File: src/rtl/id_ex_hazard_stage.sv
// ID/EX pipeline register with load-use hazard detection, bubble insertion,
// branch/jump squash and a saturating stall-cycle counter.
module id_ex_hazard_stage #(
    parameter int DATA_W = 32,
    parameter int REG_W  = 5,
    parameter int CNT_W  = 16
) (
    input  logic              clk,
    input  logic              rst,
    input  logic              flush,
    input  logic              id_valid,
    input  logic [REG_W-1:0]  id_rs,
    input  logic [REG_W-1:0]  id_rt,
    input  logic [REG_W-1:0]  id_rd,
    input  logic              id_uses_rs,
    input  logic              id_uses_rt,
    input  logic              id_reg_write,
    input  logic              id_mem_read,
    input  logic              id_mem_write,
    input  logic              id_mem_to_reg,
    input  logic              id_alu_src,
    input  logic              id_reg_dst,
    input  logic [1:0]        id_alu_op,
    input  logic [DATA_W-1:0] id_read_a,
    input  logic [DATA_W-1:0] id_read_b,
    input  logic [DATA_W-1:0] id_imm,
    output logic              ex_valid,
    output logic [REG_W-1:0]  ex_rs,
    output logic [REG_W-1:0]  ex_rt,
    output logic [REG_W-1:0]  ex_rd,
    output logic              ex_reg_write,
    output logic              ex_mem_read,
    output logic              ex_mem_write,
    output logic              ex_mem_to_reg,
    output logic              ex_alu_src,
    output logic              ex_reg_dst,
    output logic [1:0]        ex_alu_op,
    output logic [DATA_W-1:0] ex_read_a,
    output logic [DATA_W-1:0] ex_read_b,
    output logic [DATA_W-1:0] ex_imm,
    output logic              pc_write,
    output logic              ifid_write,
    output logic              stall,
    output logic [CNT_W-1:0]  stall_cnt
);

    logic src_hit;
    logic hz;
    logic bubble;

    // A load writing $zero produces nothing worth waiting for
    assign src_hit = (id_uses_rs & (ex_rt == id_rs))
                   | (id_uses_rt & (ex_rt == id_rt));
    assign hz = ex_valid & ex_mem_read & (ex_rt != '0)
              & id_valid & src_hit;
    assign stall      = hz & ~flush;
    assign pc_write   = ~stall;
    assign ifid_write = ~stall;
    assign bubble     = flush | stall | ~id_valid;

    always_ff @(posedge clk or posedge rst) begin
        if (rst) begin
            ex_valid      <= 1'b0;
            ex_rs         <= '0;
            ex_rt         <= '0;
            ex_rd         <= '0;
            ex_reg_write  <= 1'b0;
            ex_mem_read   <= 1'b0;
            ex_mem_write  <= 1'b0;
            ex_mem_to_reg <= 1'b0;
            ex_alu_src    <= 1'b0;
            ex_reg_dst    <= 1'b0;
            ex_alu_op     <= '0;
            ex_read_a     <= '0;
            ex_read_b     <= '0;
            ex_imm        <= '0;
        end else if (bubble) begin
            // Register numbers cleared so forwarding never matches a bubble
            ex_valid      <= 1'b0;
            ex_rs         <= '0;
            ex_rt         <= '0;
            ex_rd         <= '0;
            ex_reg_write  <= 1'b0;
            ex_mem_read   <= 1'b0;
            ex_mem_write  <= 1'b0;
            ex_mem_to_reg <= 1'b0;
            ex_alu_src    <= 1'b0;
            ex_reg_dst    <= 1'b0;
            ex_alu_op     <= '0;
        end else begin
            ex_valid      <= 1'b1;
            ex_rs         <= id_rs;
            ex_rt         <= id_rt;
            ex_rd         <= id_rd;
            ex_reg_write  <= id_reg_write;
            ex_mem_read   <= id_mem_read;
            ex_mem_write  <= id_mem_write;
            ex_mem_to_reg <= id_mem_to_reg;
            ex_alu_src    <= id_alu_src;
            ex_reg_dst    <= id_reg_dst;
            ex_alu_op     <= id_alu_op;
            ex_read_a     <= id_read_a;
            ex_read_b     <= id_read_b;
            ex_imm        <= id_imm;
        end
    end

    always_ff @(posedge clk or posedge rst) begin
        if (rst) begin
            stall_cnt <= '0;
        end else if (stall && (stall_cnt != {CNT_W{1'b1}})) begin
            stall_cnt <= stall_cnt + 1'b1;
        end
    end

endmodule

File: config.mk
export PLATFORM = sky130hd
export DESIGN_NAME = id_ex_hazard_stage
export DESIGN_NICKNAME = d
export VERILOG_FILES = /design/src/rtl/id_ex_hazard_stage.sv
export SDC_FILE = /design/constraint.sdc
export NUM_CORES = 1
export LEC_CHECK = 0
export ABC_CLOCK_PERIOD_IN_PS = 7600
export BUFFER_PORTS_ARGS = -buffer_cell sky130_fd_sc_hd__buf_4
export CORE_MARGIN = 5
export CORE_UTILIZATION = 30
export DETAILED_ROUTE_END_ITERATION = 10
export GPL_TIMING_DRIVEN = 0
export PLACE_DENSITY = 0.62
export SYNTH_ARGS = -nofsm -noshare
export SYNTH_HDL_FRONTEND = slang
export SYNTH_SLANG_ARGS = --single-unit
File: constraint.sdc
create_clock -name clk -period 7.6 [get_ports clk]
set_input_delay 0.76 -clock clk [delete_from_list [all_inputs] [get_ports clk]]
set_output_delay 0.76 -clock clk [all_outputs]
set_load 0.01 [all_outputs]
# Word level (Yosys, flattened, before mapping)
# Cells that the tools add are included.
# op_classes
addsub	1
eq_ne	3
n_mux	11
n_bitwise	13
n_reduce_logical	2
# op_table
cell	count
$add A16 B1 Y16 const B	1
$ne A16 B16 Y1 const B	1
$mux W5	3
$eq A5 B5 Y1	2
$and A1 B1 Y1	7
$mux W1	7
$reduce_bool A5 Y1	1
$not A1 Y1	3
$or A1 B1 Y1	3
$mux W2	1
$logic_and A1 B1 Y1	1
# word_totals
register_bits	136
inputBits	125
output_inout_bits	139
word_cells	45

# Logic depth before layout (Yosys ltp)
# logic_depth
word_depth	8
ltp_mapped	8
depth_no_buf	7

# Worst setup path before layout
# No wires, ideal clock.
# synth_timing
kind	input to output
from	input id_rs[1]
to	output pc_write
arrival_ns	1.755
required_time_ns	6.840
path_slack_ns	5.085
cell_stages	6
path_cell_list	xnor2_1 > nand4_1 > o22ai_2 > nand2_2 > or2_2 > buf_4
# synth_via
elab_chain_len	6
# synth_rtl
item	line	source
start: declaration	12	input logic [REG_W-1:0] id_rs,
$eq A5 B5 Y1	52	assign src_hit = (id_uses_rs & (ex_rt == id_rs))
$and A1 B1 Y1	52	
$or A1 B1 Y1	53	| (id_uses_rt & (ex_rt == id_rt));
$and A1 B1 Y1	55	& id_valid & src_hit;
$and A1 B1 Y1	56	assign stall = hz & ~flush;
$not A1 Y1	--	
end: declaration	41	output logic pc_write,
# Every way passes these cells.

# Final worst setup path
# layout_timing
from	register ex_rt[4]
to	output pc_write
# layout_via
elab_chain_len	6
elab_cells_between_ends	11
# layout_rtl
item	line	source
start: declaration	29	output logic [REG_W-1:0] ex_rt,
start signal: assignment	93	ex_rt <= id_rt;
$eq A5 B5 Y1, or another cell as far along	52	
$and A1 B1 Y1 (on tied branches)	52, 53, 54	
$or A1 B1 Y1 or $and A1 B1 Y1 (tied branches)	53, 55	
$and A1 B1 Y1 *	55	
$and A1 B1 Y1 *	56	
$not A1 Y1 *	57	assign pc_write = ~stall;
# Every way passes the cells marked *; elsewhere a longest branch is shown, timed or not.

==> impl_summary.txt <==
----------------------------------------------------
[Run status]
  Outcome ... completed

[Power]
  P per Cell Area ... around 250 nW/um^2
  Share of total power in combinational logic ... 18.6%
  Sequential Power Share ... between 40% and 50%
  Maximum resistive drop on vdd ... about 0.00015 V
  Sw Share ... between 20% and 30%
  Switching power total ... between 0.0005 and 0.0006 W
  Internal power component ... between 0.0015 and 0.002 W
  Clock network power share ... roughly two fifths
  Leakage power ... 4.255 nW

[Synthesis]
  Library cells used by synthesis ... 28
  Yosys warns ... 0
  Synthesis-stage register bit count ... around 140
  Dominant combinational cell family by area after synthesis ... multiplexers
  Post-synthesis average cell area ... 16.03 sq um
  Synth Area in Compound Gates ... 0.4048%
  Adder-cell share of the synthesized area ... 0.2249%
  Post-synthesis cell type with the largest combined area ... sky130_fd_sc_hd__dfrtp_1
  Synth Area in Simple Gates ... 6.904%
  Proportion of synthesized chip area in sequential cells ... 61.16%
  Instance count of the mapped netlist ... 347
  Mux cell area share after synthesis ... approximately a quarter
  Top_reg_cell synth ... sky130_fd_sc_hd__dfrtp_1
  Leading cell types by total area after synthesis ... sky130_fd_sc_hd__dfrtp_1 (61%), sky130_fd_sc_hd__mux2_4 (21%), sky130_fd_sc_hd__mux2_2 (4.5%)
  Portion of synthesized cell area occupied by the leading cell type ... 61.16%
  Fraction of synthesis flops using an asynchronous set or reset pin ... 100.0%
  EDFF count, synth ... 0
  Mapped cell area ... 5564 sq um
  Synthesized netlist net count ... 473
  XOR/XNOR share of the synthesized area ... 3.778%

[Finish]
  Area taken by flip-flops and latches ... about 3400 sq um
  Number of antenna diodes ... 0
  Registers with the most flip-flops ... ex_imm (32), ex_read_a (32), ex_read_b (32)
  Post-route design area ... 8478 sq um
  Synth-to-Final Area Change ... 52.37%
  Share of post-route cells with drive strength above 1 ... 64.07%
  Total area of multi-input combinational cells ... 2018 sq um
  Most used cells in the layout excluding fill and tap cells ... sky130_fd_sc_hd__buf_4 (264), sky130_fd_sc_hd__dfrtp_1 (136), sky130_fd_sc_hd__mux2_4 (76)
  Filler Cell Count ... 1,626
  Net count reported at finish ... 756
  Leading cell type in the layout, fill and taps excluded ... sky130_fd_sc_hd__buf_4
  Filler-free cell count of the finished design ... around 870

[CTS]
  Maximum buffer depth of the clock tree ... 2
  Num CTS Buffers ... 17
  Number of buffers inserted to repair setup after CTS ... 0
  Maximum level of the CTS H-tree ... 4
  Clock insertion delay at the later pin of the skew report ... approximately 0.4 ns
  Clock sink count ... about 140
  Cts hold-fix bufs ... 0
  Root Driver ... sky130_fd_sc_hd__clkbuf_16
  Resize count post-CTS ... 0
  Worst-path clk slew ... 0.06 ns
  CTS tree ... built

[Setup path]
  Number of buffers and inverters on the critical path ... 2
  Number of cells on the worst reg-to-reg path ... 8
  Critical path required time ... ~6.8 ns
  Worst Path Max Fanout ... 4
  Worst Path Class, Setup ... reg2out
  Data arrival time of the critical path ... approximately 2.2 ns
  Category of cells accounting for the largest share of critical-path delay ... simple AND/OR/NAND/NOR gates
  Source of the worst register-to-register timing path ... ex_rt[4]
  Library cell contributing the largest single delay on the critical path ... sky130_fd_sc_hd__dfrtp_1
  Worst reg-to-reg setup slack ... 5.42 ns
  Launching element type of the critical path ... flip-flop
  CP endpoint kind ... output port
  Reg2reg end ... ex_rd[1]
  Most Frequent Cell on Critical Path ... sky130_fd_sc_hd__buf_4
  Cells traversed along the worst timing path ... xnor2_1 -> nand4_1 -> o22ai_2 -> nand2_2 -> or2_2 -> buf_4 -> buf_4
  Peak per-stage delay on the critical path ... roughly 0.44 ns

[Timing]
  Worst slew slack as a fraction of its limit ... 57.91%
  Unrepaired setup endpoints after global routing ... false
  Maximum frequency from static timing analysis ... 342.1 MHz
  Max-slew violation total from the final report ... 0
  Slew of the pin with the lowest slew margin ... 0.6313 ns
  Final setup violation count ... 0
  Time the worst path needs with I/O delays and setup ... 2.923 ns
  Final Hold Viols ... 0
  Worst-case setup margin in the final layout ... around 4.7 ns
  Largest clock skew in the final design ... 0.009348 ns
  Fraction of the cycle the final worst path needs ... about two fifths
  Setup TNS after final layout ... 0 ns

[Place]
  Placed cell area ... 7858 sq um
  Buffers added on ports ... 263
  Setup WS pre-CTS ... 4.680 ns
  Placed cells ... 840
  RD Place Congestion ... between 0.7 and 0.8
  Half-perimeter wire length of the detailed placement result ... about 12 mm

[GRT]
  Largest net degree at the start of global routing ... 70
  Overall overflow remaining after global route ... 0
  Wire length of the first global-routing pass ... 23.85 mm
  Antenna violations before repair ... 0
  Number of global-route vias before repair ... 4,279
  GRT Total Usage ... between 10% and 20%

[Routing]
  Final wirelength ... ~15 mm
  Detailed Route Iter0 Violations ... 95
  1st-pass router iterations ... 5
  Post-DR wirelength/cell ... 17.54 microns
  Post-route DRC ... 0
  Mean number of vias per cell ... 4.428
  Count of vias placed by the detailed router ... 3,861
  Final antenna-violating net count ... 0

[Floorplan]
  Width of the die ... 146.2 microns
  Starting utilization of the core area ... roughly 31%
  Die Y-Extent ... between 100 and 150 microns
  Number of I/O pins ... approximately 260
  Die area ... 21,370 sq um
  Core box area ... 18,090 sq um
  Standard-cell row count ... 49

[Flow run]
  Max-capacitance violation count ... 0

[Worst hold path]
  Class of the worst hold path ... in2async

----------------------------------------------------
## per-stage QoR
stage	total power, W	util (%)	hold slack (ns)
after global routing	0.002195	46.88	0.4914
after floorplan	0.001042	-	0.5150
after detailed placement	0.001263	43.45	0.4848
after CTS	0.002137	46.88	0.4562
after global placement	0.001251	43.27	0.4806
final	0.002104	46.88	0.4375
## layout make-up
class                           count  share of cell area [%]
Sequential cell                   136                   40.14
Clock buffer                       19                   5.342
Timing Repair Buffer              264                   23.61
Multi-Input combinational cell    193                   23.80
Tap cell                          229                   3.380
Clock inverter                     13                   1.978
Buffer                             15                   1.550
Inverter                            3                  0.1919
## how the worst max path moves through the flow
stage | from | to | slack (ns) | depth (start not counted)
after CTS | ex_rt[4] | pc_write | 4.62 | 7
after global routing | ex_rt[4] | pc_write | 4.53 | 7
after detailed placement | id_rs[4] | pc_write | 4.68 | 8
after floorplan | rst | ex_alu_op[0] | 3.20 | 1
final | ex_rt[4] | pc_write | 4.68 | 7
after global placement | rst | ex_rs[2] | 1.72 | 2
## cells in the mapped netlist, types with 2 or more instances
| cell | count |
|---|---|
| sky130_fd_sc_hd__dfrtp_1 | 136 |
| sky130_fd_sc_hd__mux2_4 | 76 |
| sky130_fd_sc_hd__and2_1 | 23 |
| sky130_fd_sc_hd__mux2_2 | 22 |
| sky130_fd_sc_hd__xnor2_1 | 14 |
| sky130_fd_sc_hd__xor2_1 | 10 |
| sky130_fd_sc_hd__buf_6 | 9 |
| sky130_fd_sc_hd__nand2_1 | 8 |
| sky130_fd_sc_hd__nand3_1 | 6 |
| sky130_fd_sc_hd__nand4_1 | 6 |
| sky130_fd_sc_hd__nor3_1 | 5 |
| sky130_fd_sc_hd__nor4_1 | 5 |
| sky130_fd_sc_hd__nor2_1 | 4 |
| sky130_fd_sc_hd__buf_2 | 3 |
| sky130_fd_sc_hd__inv_1 | 3 |
| sky130_fd_sc_hd__a21oi_1 | 2 |
| sky130_fd_sc_hd__and3_1 | 2 |
| sky130_fd_sc_hd__clkbuf_1 | 2 |
| sky130_fd_sc_hd__nand2b_1 | 2 |
## kinds of logic after synthesis
logic type | after synthesis
compound gates | 3
xor+xnor | 24
fa+ha+maj | 1
buf+inv | 18
flops | 136
mux | 98
simple gates | 67
## power groups by stage
| stage | registers [W] | clock network (W) | logic [W] |
|---|---|---|---|
| 2_1_floorplan | 0.000898 | 0 | 0.000145 |
| 3_3_place_gp | 0.000861 | 0 | 0.000390 |
| 3_5_place_dp | 0.000865 | 0 | 0.000397 |
| 4_1_cts | 0.000854 | 0.000883 | 0.000399 |
| 5_1_grt | 0.000863 | 0.000914 | 0.000417 |
| 6_report | 0.000853 | 0.000859 | 0.000392 |
## layer usage
metal / part of all wire [%] / vias up / track usage, % / wire length (microns)
met1: 40 / 1897 / 16.45 / 6142
met3: 10 / 15 / 7.406 / 1603
met5: 0 / - / 0 / 0
met2: 48 / 186 / 22.60 / 7327
met4: 1.4 / 0 / 4.327 / 219
li1: - / 1763 / - / -
Power figures use the tool's default switching activity.
